<file path="src/rtl/vga_rx.sv">
// vga_rx: sink-side VGA timing recovery and pixel capture.
//
// Samples the VGA output-stage signals in the clk domain, detects pixel
// strobes (rising vga_clk), rebuilds x/y coordinates from sync and blank
// edges, and emits a pixel stream with frame/line markers once the source
// has been seen to start a frame. Active geometry is measured per line and
// per frame; a SEARCH -> TRACK -> LOCKED machine reports lock.
//
// Ports:
//   clk, reset           system clock, async active-high reset
//   vga_clk              pixel clock (rising edge = one pixel strobe)
//   vga_hs, vga_vs       active-low syncs
//   vga_blank_n          high during active video
//   vga_r/g/b            pixel colour
//   pix_valid/data/x/y   captured pixel, one-cycle pulse
//   pix_sof, pix_eol     frame start (0,0) / last pixel of line markers
//   locked               high in LOCKED
//   line_px, frame_lines geometry of last completed line / frame
//   err_cnt              saturating count of LOCKED -> SEARCH drops
module vga_rx #(
  parameter int H_ACTIVE    = 640,
  parameter int V_ACTIVE    = 480,
  parameter int WDOG_CYCLES = 2048
) (
  input  logic        clk,
  input  logic        reset,
  input  logic        vga_clk,
  input  logic        vga_hs,
  input  logic        vga_vs,
  input  logic        vga_blank_n,
  input  logic [7:0]  vga_r,
  input  logic [7:0]  vga_g,
  input  logic [7:0]  vga_b,
  output logic        pix_valid,
  output logic [23:0] pix_data,
  output logic [9:0]  pix_x,
  output logic [9:0]  pix_y,
  output logic        pix_sof,
  output logic        pix_eol,
  output logic        locked,
  output logic [10:0] line_px,
  output logic [9:0]  frame_lines,
  output logic [7:0]  err_cnt
);

  localparam int WW = $clog2(WDOG_CYCLES);

  typedef struct packed {
    logic        pclk;
    logic        hs;
    logic        vs;
    logic        bl;
    logic [23:0] rgb;
  } smp_t;

  typedef enum logic [1:0] {SEARCH, TRACK, LOCKED} state_t;

  smp_t          s1;
  logic          s2_pclk;   // only the pixel clock of the older sample is needed
  logic          hs_p, vs_p, bl_p;
  state_t        state;
  logic          line_err;
  logic [10:0]   x_cnt;
  logic [9:0]    y_cnt, y_nxt;
  logic [WW-1:0] wdog;

  logic strobe, hs_fall, vs_fall, act, act_end;
  logic wd_exp, line_bad, frame_bad, emit, drop;

  // Input sampling; idle levels (syncs high, clock high, blanked) on reset so
  // that reset release never fakes an edge.
  always_ff @(posedge clk or posedge reset) begin
    if (reset) begin
      s1      <= '{1'b1, 1'b1, 1'b1, 1'b0, 24'h0};
      s2_pclk <= 1'b1;
    end else begin
      s1      <= '{vga_clk, vga_hs, vga_vs, vga_blank_n, {vga_r, vga_g, vga_b}};
      s2_pclk <= s1.pclk;
    end
  end

  assign strobe  = s1.pclk & ~s2_pclk;
  assign hs_fall = strobe & hs_p & ~s1.hs;
  assign vs_fall = strobe & vs_p & ~s1.vs;
  assign act     = strobe & s1.bl;
  assign act_end = strobe & bl_p & ~s1.bl;
  assign wd_exp  = (wdog == WW'(WDOG_CYCLES - 1));

  // Line count including a line ending on this same strobe, so a coincident
  // act_end is accounted for before the frame check.
  assign y_nxt     = (act_end && y_cnt != '1) ? y_cnt + 10'd1 : y_cnt;
  assign line_bad  = act_end & (x_cnt != 11'(H_ACTIVE));
  assign frame_bad = vs_fall & (y_nxt != 10'(V_ACTIVE));
  assign emit      = act & (state != SEARCH);
  assign drop      = (state == LOCKED) & (wd_exp | line_bad | frame_bad);

  // Strobe-domain history of the sync/blank levels.
  always_ff @(posedge clk or posedge reset) begin
    if (reset) begin
      hs_p <= 1'b1;
      vs_p <= 1'b1;
      bl_p <= 1'b0;
    end else if (strobe) begin
      hs_p <= s1.hs;
      vs_p <= s1.vs;
      bl_p <= s1.bl;
    end
  end

  // Coordinate counters and geometry latches. vs_fall clears both counters;
  // hs_fall clears x. Counters saturate instead of wrapping.
  always_ff @(posedge clk or posedge reset) begin
    if (reset) begin
      x_cnt       <= '0;
      y_cnt       <= '0;
      line_px     <= '0;
      frame_lines <= '0;
    end else begin
      if (act_end) line_px <= x_cnt;
      if (vs_fall) begin
        frame_lines <= y_nxt;
        x_cnt       <= '0;
        y_cnt       <= '0;
      end else begin
        if (hs_fall)                x_cnt <= '0;
        else if (act && x_cnt != '1) x_cnt <= x_cnt + 11'd1;
        if (act_end) y_cnt <= y_nxt;
      end
    end
  end

  // Watchdog: counts clk cycles since the last hs_fall.
  always_ff @(posedge clk or posedge reset) begin
    if (reset)                  wdog <= '0;
    else if (hs_fall || wd_exp) wdog <= '0;
    else                        wdog <= wdog + WW'(1);
  end

  // Lock state machine. Watchdog expiry and errors outrank the lock step.
  always_ff @(posedge clk or posedge reset) begin
    if (reset) begin
      state    <= SEARCH;
      locked   <= 1'b0;
      line_err <= 1'b0;
      err_cnt  <= '0;
    end else begin
      if (drop && err_cnt != 8'hFF) err_cnt <= err_cnt + 8'd1;
      if (wd_exp) begin
        state  <= SEARCH;
        locked <= 1'b0;
      end else begin
        case (state)
          SEARCH: if (vs_fall) begin
            state    <= TRACK;
            line_err <= 1'b0;
          end
          TRACK: begin
            if (vs_fall) begin
              line_err <= 1'b0;
              if (!line_err && !line_bad && !frame_bad) begin
                state  <= LOCKED;
                locked <= 1'b1;
              end
            end else if (line_bad) begin
              line_err <= 1'b1;
            end
          end
          LOCKED: if (line_bad || frame_bad) begin
            state  <= SEARCH;
            locked <= 1'b0;
          end
          default: begin
            state  <= SEARCH;
            locked <= 1'b0;
          end
        endcase
      end
    end
  end

  // Pixel output; coordinates are the pre-increment counter values, and the
  // colour comes from the same sample as the strobe.
  always_ff @(posedge clk or posedge reset) begin
    if (reset) begin
      pix_valid <= 1'b0;
      pix_sof   <= 1'b0;
      pix_eol   <= 1'b0;
      pix_data  <= '0;
      pix_x     <= '0;
      pix_y     <= '0;
    end else begin
      pix_valid <= emit;
      pix_sof   <= emit & (x_cnt == 11'd0) & (y_cnt == 10'd0);
      pix_eol   <= emit & (x_cnt[9:0] == 10'(H_ACTIVE - 1));
      if (emit) begin
        pix_data <= s1.rgb;
        pix_x    <= x_cnt[9:0];
        pix_y    <= y_cnt;
      end
    end
  end

endmodule

</file>
<file path="config.mk">
export PLATFORM = sky130hd
export DESIGN_NAME = vga_rx
export DESIGN_NICKNAME = d
export VERILOG_FILES = /design/src/rtl/vga_rx.sv
export SDC_FILE = /design/constraint.sdc
export NUM_CORES = 1
export LEC_CHECK = 0
export ABC_AREA = 1
export BUFFER_PORTS_ARGS = -buffer_cell sky130_fd_sc_hd__buf_2
export CAP_MARGIN = 15
export CORE_AREA = 8 8 155 128
export DETAILED_ROUTE_END_ITERATION = 6
export DIE_AREA = 0 0 163 136
export GPL_ROUTABILITY_DRIVEN = 0
export GPL_TIMING_DRIVEN = 1
export HOLD_SLACK_MARGIN = 0.12
export PLACE_DENSITY_LB_ADDON = 0.08
export SKIP_CTS_REPAIR_TIMING = 1
export SLEW_MARGIN = 20
export SYNTH_ARGS = -nofsm -noshare
export SYNTH_HDL_FRONTEND = slang
export SYNTH_SLANG_ARGS = --single-unit
</file>
<file path="constraint.sdc">
create_clock -name clk -period 6.79 [get_ports clk]
set_input_delay 1.358 -clock clk [delete_from_list [all_inputs] [get_ports clk]]
set_output_delay 1.358 -clock clk [all_outputs]
set_load 0.01 [all_outputs]
</file>
Yosys cells after proc, flatten, opt, wreduce, memory -nomap -nowiden
Cells that the tools add are included.
- bits in registers: 144
- output and inout bits: 77
- add/subtract/negate cells: 4
- equal/unequal tests: 16
- muxes and demuxes: 22
- bitwise operators: 22
- reduce and logical (&&, ||, !) cells: 20
- operator list (cell ; number):
    $mux W11 ; 4
    $mux W10 ; 3
    $add A11 B1 Y11 const B ; 2
    $and A1 B1 Y1 ; 15
    $ne A3 B3 Y1 const B ; 4
    $reduce_and A4 Y1 ; 3
    $eq A11 B11 Y1 const B ; 1
    $logic_not A11 Y1 ; 1
    $ne A11 B10 Y1 const B ; 1
    $ne A11 B11 Y1 const B ; 1
    $add A10 B1 Y10 const B ; 1
    $eq A10 B10 Y1 const B ; 1
    $logic_not A10 Y1 ; 1
    $mux W2 ; 5
    $ne A10 B10 Y1 const B ; 1
    $ne A10 B9 Y1 const B ; 1
    $add A8 B1 Y8 const B ; 1
    $ne A8 B8 Y1 const B ; 1
    $mux W1 ; 7
    $pmux W2 S3 ; 1
    $reduce_bool A2 Y1 ; 3
    $logic_and A1 B1 Y1 ; 5
    $not A1 Y1 ; 5
    $ne A2 B2 Y1 const B ; 2
    other kinds (10) ; 14

Depth between registers and ports, before layout
Gate-level depths: netlist of run 1.
- depth after elaboration: 14
- mapped depth: 18

Least setup slack after synthesis of run 1
OpenSTA, ideal clock, no wires.
- path kind: reg-to-reg
- start: reg s1[27] in the netlist's numbering
- end: reg err_cnt[4]
- setup time: 0.119 ns
- data arrival time: 1.847 ns
- slack: 4.824 ns
- cell stages (with the launch flop): 18
- buffers on the path: 0
- period minus slack after synthesis: 1.966 ns
- cells stage by stage: dfstp_2 -> inv_1 -> nor2_2 -> nand2_1 -> nor2_1 -> nand2_1 -> nand2_1 -> nand2_2 -> nor2_2 -> nand2_1 -> nor2_1 -> nand2_1 -> nand2_2 -> nand3_2 -> nand2_4 -> inv_4 -> nand2_2 -> o21ai_2
- longest elaborated chain between the ends: 10
- ends and longest elaborated chain (item ; line ; RTL):
    from (decl) ; 58 ; smp_t s1;
    from (signal assigned) ; 74 ; s1 <= '{1'b1, 1'b1, 1'b1, 1'b0, 24'h0};
    from (signal assigned) ; 77 ; s1 <= '{vga_clk, vga_hs, vga_vs, vga_blank_n, {vga_r, vga_g, vga_b}};
    $and A1 B1 Y1 (*) ; 82 ; assign strobe = s1.pclk & ~s2_pclk;
    $and A1 B1 Y1 (2 in series) ; 86 ; assign act_end = strobe & bl_p & ~s1.bl;
    $logic_and A1 B1 Y1 ; 91 ; assign y_nxt = (act_end && y_cnt != '1) ? y_cnt + 10'd1 : y_cnt;
    $mux W10 ; 91 ;
    $ne A10 B9 Y1 ; 93 ; assign frame_bad = vs_fall & (y_nxt != 10'(V_ACTIVE));
    $and A1 B1 Y1 ; 93 ;
    $or A1 B1 Y1 (*) ; 95 ; assign drop = (state == LOCKED) & (wd_exp | line_bad | frame_bad);
    $and A1 B1 Y1 (*) ; 95 ;
    $logic_and A1 B1 Y1 (*) ; 147 ; if (drop && err_cnt != 8'hFF) err_cnt <= err_cnt + 8'd1;
    to (signal assigned) ; 147 ;
    to (decl) ; 43 ; output logic [7:0] err_cnt
Every way passes the cells marked *; elsewhere a longest branch is shown, timed or not.
A chain may end at the register's enable or synchronous reset.

Worst setup path in the final report of run 1
- start: reg s1[27] in the netlist's numbering
- end: reg pix_eol
- longest elaborated chain between the ends: 4
- ends and longest elaborated chain (item ; line ; RTL):
    $and A1 B1 Y1 ; 82 ;
    $and A1 B1 Y1 ; 85 ; assign act = strobe & s1.bl;
    $and A1 B1 Y1 ; 94 ; assign emit = act & (state != SEARCH);
    $and A1 B1 Y1 ; 194 ; pix_eol <= emit & (x_cnt[9:0] == 10'(H_ACTIVE - 1));
    to (signal assigned) ; 194 ;
    to (decl) ; 39 ; output logic pix_eol,
Every way passes these cells.

==> run_results.csv, run 1 <==
group,metric,value,unit
cells_and_area,diodes,0,
worst_setup_path,slowest_stage,"clkinv_2",
yosys,syn_area_per_cell,9.08,sq um
place,post_dp_cell_area,6680,sq um
worst_setup_path,endpoint_kind,"register",
global_routing,track_usage,0.134,
routing,initialDrtViolationCount,216,
worst_setup_path,worstSetupStartpointType,"register",
power_and_ir_drop,leakagePower,0.00382,uW
timing,drv_slew,0,
timing,rsz0062_at_grt,"no",
cells_and_area,drive_above_1_share,0.226,
global_routing,grt_max_degree,84,
worst_setup_path,worstSetupPathType,"reg2reg",
cells_and_area,seqCellArea,3610,sq um
yosys,yosysMostFrequentCell,"nand2_1",
clock_tree,insertion_delay,420,ps
cells_and_area,fillers,1744,
worst_setup_path,critPathRequiredTime,7090,ps
yosys,yosys_warnings,0,
yosys,synth_area_leaders,"dfrtp_1 (58%), nand2_1 (13%), inv_1 (4.5%), o21ai_0 (4.5%), nor2_1 (3.4%)",
floorplan,dieArea,22200,sq um
worst_setup_path,r2r_slack,3830,ps
global_routing,grt_pass1_wl,23800,um
floorplan,core,17500,sq um
routing,wire_per_inst,14.1,um
global_routing,grt_pass1_vias,4592,
cells_and_area,area_growth,23.8,%
cells_and_area,final_util,0.418,
routing,vias,4600,
routing,drtAntennaViolNets,0,
status,status,"finished, final reports clean",
worst_setup_path,reg2reg_depth,6,
floorplan,die_y,136,um
place,portBuffers,106,
min_path,hp-class,"reg2reg",
clock_tree,cts_buffers,17,
yosys,ys_ff_latch,144,
global_routing,grt_overflow_total,0,
clock_tree,clockBufferDepth,2,
yosys,synth_top_area_share,0.584,
cells_and_area,stdcell_area,7320,sq um
power_and_ir_drop,powerDensity,347,nW/um^2
yosys,synth_nets,687,
yosys,synthTopCellsByCount,"nand2_1 (205), dfrtp_1 (138), inv_1 (71)",
timing,worst_pin_slew,888,ps
timing,setup_tns,0,ps
routing,first_pass_iters,4,
cells_and_area,nNetsFinal,798,
yosys,synth_top_area_cell,"dfrtp_1",
floorplan,fp.dieW,163,um
power_and_ir_drop,peakVddDrop,0.221,mV
timing,clock_skew,8.76,ps
timing,fin_crit,2960,ps
floorplan,start_util,0.338,
worst_setup_path,slowest_delay,880,ps
power_and_ir_drop,design_power_total,2540,uW
run,max_cap_violations,0,
worst_setup_path,r2r_end,"pix_eol",
routing,via_per_inst,4.58,
min_path,min_from,"s1[27]",
routing,drcViolationCount,0,
yosys,synth.yosys.seq_area_share,0.611,
min_path,hold-path-cell-count,0,
timing,finalCritPeriodShare,0.436,
yosys,ys_types,32,
clock_tree,cts_tree,"built",
min_path,min_to,"s2_pclk",
yosys,synth-async-reset-ratio,1.00,
worst_setup_path,r2r-start,"s1[27]",
timing,setup_viol,0,
worst_setup_path,crit_path_max_fanout,66,
timing,fmax,338,MHz
timing,slew-limit-headroom,0.407,
worst_setup_path,cp.arrival,3260,ps
clock_tree,root_buffer,"clkbuf_16",
floorplan,core.rowCount,44,
floorplan,io_pins,107,
cells_and_area,multi_input_area,1970,sq um
clock_tree,clock_sinks,144,
timing,hold_viol_final,0,
global_routing,grt_antenna_before_repair,3,
clock_tree,htreeDepth,4,
routing,wl,14200,um
yosys,syn_area,5910,sq um
yosys,synth-edff-count,0,
worst_setup_path,crit_chain,"nand2_1, nor2_1, inv_1, nor2_4, clkinv_2, nor3_1",
clock_tree,cts.clk_slew.worst_paths,60,ps
place,hpwl,10100,um
yosys,syn_inst,651,
yosys,ys.flop_type,"dfrtp_1",
==> cells in the final DEF (no fill, tap or decap) <==
cell        count
nand2_1       205
dfrtp_1       138
buf_2         106
inv_1          69
nor2_1         53
o21ai_0        53
nand3_1        20
clkbuf_16      17
nor3_1         12
a21oi_1        12
nand4_1        12
nand2_2        12
xor2_1          6
ha_1            6
dfstp_2         6
clkinv_2        5
nor2_2          4
clkinv_4        4
bufinv_16       4
nor2_4          3
nand3_2         3
o21ai_2         3
nor4_1          2
and3_1          2
nor3b_1         2
o21bai_1        2
o21ai_1         2
clkinvlp_4      2
a211oi_1        1
o32ai_1         1
nand3_4         1
o21a_1          1
inv_6           1
nand2_4         1
inv_4           1
xnor2_1         1
clkbuf_8        1
buf_4           1
==> report_power, final <==
part	internal (uW)	switching [uW]	leakage, uW	total [uW]
registers	1010	92.8	0.00186	1100
logic	174	290	0.00165	465
clock network	623	356	0.000306	980
total	1800	739	0.00382	2540
==> state kept, by name (all words and copies together) (netlist names), 2 cells and up <==
signal,cells
frame_lines,10
s1,28
err_cnt,8
line_px,11
pix_y,10
x_cnt,11
y_cnt,10
pix_x,10
state,2
pix_data,24
wdog,11
==> worst max-delay path by stage <==
stage	slack, ps	endpoint	from
after floorplan	1580	bl_p	reset
after global placement	3670	pix_eol	s1[27]
after detailed placement	3670	pix_eol	s1[27]
after CTS	3640	pix_eol	s1[27]
after global routing	3450	pix_eol	s1[27]
final	3830	pix_eol	s1[27]
==> critical path, delay by kind of cell (launching register included) <==
family | cells | cell delay [ps]
flops | 1 | 540
buf+inv | 2 | 990
simple gates | 4 | 1290
==> metrics by stage <==
stage	worst slack, ps	std cells	hold WS (ps)
floorplan	1580	651	361
global placement	3670	973	363
detailed placement	3670	973	366
CTS	3640	1005	377
global route	3450	1005	381
finish	3830	1005	375
==> routing by layer <==
metal  up-vias  part of all wire  routed length [um]  track usage
met4         6             0.010                 145       0.0412
met3        18             0.079                1120       0.0566
met5         -            0.0028                  39            0
met1      2162              0.49                6890        0.181
met2       135              0.42                5970        0.192
li1       2279                 -                   -            -
==> cell families after synthesis <==
group	count (synthesis)	synth area share
simple gates	332	0.242
flops	144	0.611
buf+inv	87	0.0569
compound gates	75	0.0677
xor+xnor	7	0.0104
fa+ha+maj	6	0.0127
==> final cells by class <==
type	instances	share of cell area
well taps	230	0.0393
clock inverters	14	0.0260
multi-input cells	420	0.270
repair buffers	107	0.0735
flip-flops and latches	144	0.493
inverters	72	0.0381
clock buffers	18	0.0600
Power figures use the tool's default switching activity.
==> inputs of run 2 (changes only) <==
==> constraint.sdc (replaced) <==
create_clock -name clk -period 2.73 [get_ports clk]
set_input_delay 0.546 -clock clk [delete_from_list [all_inputs] [get_ports clk]]
set_output_delay 0.546 -clock clk [all_outputs]
set_load 0.01 [all_outputs]
==> run 2 against run 1 <==
- via count shrank 0.13%
- clock skew about the same
- worst hold slack got worse by 150 ps
- worst setup slack worse by 3500 ps
- wire length decreased by 0.88%
- global-route usage is 0.11 points lower
- critical path depth stayed put
- highest routed layer unchanged
- non-clock buffer count grew 5
- sequential power is 150% higher
- final cell count rose by 0.50%
- combinational power increased by 150%
- maximum frequency grew 23%
- largest cell class unchanged
==> run_results.csv, run 2 (synthesis gave the netlist of run 1 again) <==
group,metric,value,unit
status,status,"finished, final reports clean",
cells_and_area,diodes,0,
cells_and_area,final_common_cell,"nand2_1",
cells_and_area,regMostFlops,"s1",
floorplan,dieArea,22200,sq um
clock_tree,cts_tree,"built",
power_and_ir_drop,peakVddDrop,0.575,mV
routing,via_per_inst,4.55,
timing,drv_slew,0,
cells_and_area,reg.largest.list,"s1 x28, pix_data x24",
worst_setup_path,critPathRequiredTime,3030,ps
worst_setup_path,slowest_delay,690,ps
clock_tree,clockBufferDepth,2,
cells_and_area,largest_reg_flops,28,
place,portBuffers,106,
run,max_cap_violations,0,
global_routing,grt_max_degree,94,
timing,setup_tns,0,ps
timing,fin_crit,2410,ps
floorplan,core.rowCount,44,
clock_tree,cts_buffers,17,
routing,wl,14000,um
global_routing,track_usage,0.133,
timing,clock_skew,8.77,ps
worst_setup_path,slowest_stage,"clkinv_2",
floorplan,io_pins,107,
routing,initialDrtViolationCount,252,
cells_and_area,nNetsFinal,803,
worst_setup_path,crit_chain,"nand2_1, nor2_1, inv_1, nor2_2, clkinv_2, nor3_1",
clock_tree,clock_sinks,144,
place,hpwl,9930,um
timing,finalCritPeriodShare,0.883,
routing,drcViolationCount,0,
routing,vias,4594,
global_routing,grt_pass1_wl,23500,um
timing,slew-limit-headroom,0.426,
cells_and_area,final-instance-count-excl-fill,1010,
timing,rsz0062_at_grt,"no",
worst_setup_path,cp.arrival,2710,ps
routing,wire_per_inst,13.9,um
clock_tree,root_buffer,"clkbuf_16",
clock_tree,cts.clk_slew.worst_paths,60,ps
floorplan,core,17500,sq um
floorplan,fp.dieW,163,um
worst_setup_path,critical_path.top_delay_family,"simple AND/OR/NAND/NOR gates",
clock_tree,insertion_delay,420,ps
global_routing,grt_antenna_before_repair,3,
worst_setup_path,crit_path_max_fanout,66,
worst_setup_path,endpoint_kind,"register",
global_routing,grt_pass1_vias,4661,
routing,first_pass_iters,5,
cells_and_area,drive_above_1_share,0.231,
timing,fmax,415,MHz
timing,setup_viol,0,
timing,hold_viol_final,0,
place,place_inst,978,
worst_setup_path,worstSetupStartpointType,"register",
floorplan,die_y,136,um
floorplan,start_util,0.338,
worst_setup_path,path_buf_inv,2,
global_routing,grt_overflow_total,0,
cells_and_area,final_cell_mix,"nand2_1 (205), dfrtp_1 (138), buf_2 (106)",
min_path,hp-class,"in2reg",
timing,worst_pin_slew,859,ps
worst_setup_path,worstSetupPathType,"reg2reg",
power_and_ir_drop,leakagePower,0.00383,uW
routing,drtAntennaViolNets,0,
cells_and_area,area_growth,24.2,%
power_and_ir_drop,powerDensity,854,nW/um^2
timing,timing.hold.ws,225,ps
clock_tree,htreeDepth,4,
-- run 2: path summary, 6_finish.rpt --
check / start / endpoint / slack (ps) / cells past startpoint
max: s1[27] / pix_eol / 320 / 6
min: vga_hs / s1[26] / 220 / 1
max reg2reg: s1[27] / pix_eol / 320 / 6
min reg2reg: s1[27] / s2_pclk / 380 / 0
max in group asynchronous: reset / pix_data[4] / 1950 / 3
min in group asynchronous: reset / pix_data[14] / 250 / 3
-- run 2: final cells by class --
cell class | count | area, sq um
repair buffers | 112 | 588
inverters | 72 | 278
fillers | 1746 | 10200
clock buffers | 19 | 453
flip-flops and latches | 144 | 3610
clock inverters | 13 | 161
multi-input cells | 420 | 1970
well taps | 230 | 288
-- run 2: where the power goes --
part,internal (uW),switching [uW]
Clock,1480,919
Sequential,2500,222
Combinational,439,713
-- run 2: layer usage --
layer	part of all wire	GRT usage	vias up	routed length (um)
met4	0.014	0.0498	6	193
met1	0.49	0.174	2158	6830
met5	0.0024	0	-	33
met3	0.080	0.0560	23	1130
li1	-	-	2288	-
met2	0.42	0.193	119	5850
-- run 2: stage by stage --
stage	util	total power (uW)	worst slack (ps)	cell area, sq um
2_1_floorplan	-	3430	384	5920
4_1_cts	0.420	6370	463	7350
6_report	0.420	6280	320	7350
3_5_place_dp	0.385	3940	464	6730
3_3_place_gp	0.385	3910	535	6730
5_1_grt	0.420	6660	26.8	7350
==> inputs of run 3 (changes only) <==
--- a/config.mk
+++ b/config.mk
@@ -8,9 +8,9 @@
 export ABC_AREA = 1
 export BUFFER_PORTS_ARGS = -buffer_cell sky130_fd_sc_hd__buf_2
 export CAP_MARGIN = 15
-export CORE_AREA = 8 8 155 128
+export CORE_AREA = 8 8 181 149
 export DETAILED_ROUTE_END_ITERATION = 6
-export DIE_AREA = 0 0 163 136
+export DIE_AREA = 0 0 189 157
 export GPL_ROUTABILITY_DRIVEN = 0
 export GPL_TIMING_DRIVEN = 1
 export HOLD_SLACK_MARGIN = 0.12
==> run 3 against run 2 <==
- register-to-register slack better by 97 ps
- utilization is 11 points lower
- worst setup slack better by 97 ps
- final cell count is 9.1% higher
- die area is 34% higher
- via count down 0.85%
- flip-flop and latch count unchanged
- critical endpoint is now locked
==> run_results.csv, run 3 (synthesis gave the netlist of run 1 again) <==
group,metric,value,unit
worst_setup_path,path_buf_inv,0,
routing,vias,4555,
cells_and_area,largest_reg_flops,28,
routing,initialDrtViolationCount,168,
clock_tree,root_buffer,"clkbuf_16",
cells_and_area,reg.largest.list,"s1 x28, pix_data x24",
worst_setup_path,endpoint_kind,"register",
routing,top_layer,"met5",
worst_setup_path,crit_chain,"ha_1, nand2_1, nor2_2, nand3_4, nand2_2, nor2_1, nor2_1, nand2_1, nor2_1, nand2_1, nand2_2, nand3_1, nand2_1, nor2_2, nand2_1, nand2_1",
timing,setup_tns,0,ps
timing,clock_skew,10.6,ps
clock_tree,htreeDepth,4,
worst_setup_path,crit_path_max_fanout,13,
cells_and_area,regMostFlops,"s1",
cells_and_area,drive_above_1_share,0.235,
clock_tree,cts_buffers,17,
worst_setup_path,cp.arrival,2610,ps
status,status,"finished, final reports clean",
global_routing,grt_overflow_total,0,
timing,fin_crit,2310,ps
cells_and_area,final_cell_mix,"nand2_1 (205), dfrtp_1 (138), buf_2 (106)",
timing,slew-limit-headroom,0.453,
worst_setup_path,slowest_stage,"dfrtp_1",
power_and_ir_drop,leakagePower,0.00386,uW
floorplan,die_y,157,um
cells_and_area,diodes,0,
worst_setup_path,slowest_delay,390,ps
floorplan,start_util,0.247,
routing,wl,15300,um
floorplan,core.rowCount,51,
routing,drtAntennaViolNets,0,
min_path,hp-class,"in2reg",
worst_setup_path,worstSetupPathType,"reg2reg",
global_routing,grt_pass1_vias,4729,
timing,rsz0062_at_grt,"no",
floorplan,io_pins,107,
floorplan,dieArea,29700,sq um
timing,drv_slew,0,
floorplan,fp.dieW,189,um
timing,setup_viol,0,
place,pre_cts_ws,425,ps
floorplan,core,23900,sq um
cells_and_area,area_growth,26.7,%
cells_and_area,nNetsFinal,807,
timing,fmax,432,MHz
place,portBuffers,106,
global_routing,track_usage,0.108,
global_routing,grt_max_degree,44,
routing,first_pass_iters,5,
clock_tree,clock_sinks,144,
clock_tree,cts.clk_slew.worst_paths,70,ps
worst_setup_path,critPathRequiredTime,3030,ps
worst_setup_path,timing.critical_path.mode_cell,"nand2_1",
routing,met1_length,7680,um
routing,via_per_inst,4.13,
worst_setup_path,worstSetupStartpointType,"register",
global_routing,grt_antenna_before_repair,1,
timing,worst_slack,417,ps
power_and_ir_drop,powerDensity,838,nW/um^2
clock_tree,cts_tree,"built",
global_routing,grt_pass1_wl,25500,um
worst_setup_path,critical_path.top_delay_family,"simple AND/OR/NAND/NOR gates",
clock_tree,insertion_delay,420,ps
run,max_cap_violations,0,
routing,drcViolationCount,0,
routing,wl_met3,1080,um
place,hpwl,11400,um
routing,wire_per_inst,13.9,um
clock_tree,clockBufferDepth,2,
cells_and_area,final_common_cell,"nand2_1",
routing,wl_met2,6470,um
timing,worst_pin_slew,819,ps
timing,hold_viol_final,0,
timing,finalCritPeriodShare,0.847,
power_and_ir_drop,peakVddDrop,0.339,mV
[run 3: changes by cell type in the layout (fill, tap and decap cells not counted), sizes merged]
| cell | before | now |
|---|---|---|
| inv | 71 | 78 |
| buf | 112 | 116 |
| clkinv | 6 | 3 |
| clkbuf | 19 | 17 |
| bufinv | 3 | 2 |
| clkinvlp | 5 | 4 |
[run 3: final cells by class]
class / instances / area [sq um]
Clock buffer: 17 / 425
Tap cell: 318 / 398
Clock inverter: 15 / 171
Sequential cell: 144 / 3610
Timing Repair Buffer: 116 / 643
Fill cell: 2565 / 16400
Inverter: 72 / 277
Multi-Input combinational cell: 420 / 1970
[run 3: power by group]
part           internal (uW)  switching, uW  total [uW]  leakage, uW
clock network           1370            996        2370     0.000285
registers               2500            227        2730      0.00186
logic                    450            730        1180      0.00171
total                   4320           1950        6280      0.00386
[run 3: routing by layer]
metal | GRT usage | vias up
li1 | - | 2293
met1 | 0.143 | 2136
met2 | 0.161 | 115
met3 | 0.0451 | 9
met4 | 0.0260 | 2
met5 | 0 | -
[run 3: final timing paths]
path,from,end,slack [ps],depth (start not counted)
hold / removal,vga_b[5],s1[5],220,1
max in group asynchronous,reset,s1[25],1750,3
setup reg to reg,y_cnt[1],locked,420,16
setup / recovery,y_cnt[1],locked,420,16
hold reg to reg,s1[27],s2_pclk,380,0
min in group asynchronous,reset,s1[22],270,2
[run 3: through the flow]
stage / utilization / instance area (sq um) / std cells / hold WS (ps) / power [uW]
after floorplan: - / 5920 / 651 / 361 / 3430
after global placement: 0.288 / 6900 / 1070 / 363 / 3960
after detailed placement: 0.288 / 6900 / 1070 / 367 / 3980
after CTS: 0.313 / 7490 / 1102 / 198 / 6410
after global routing: 0.313 / 7490 / 1102 / 191 / 6690
final: 0.313 / 7490 / 1102 / 224 / 6280
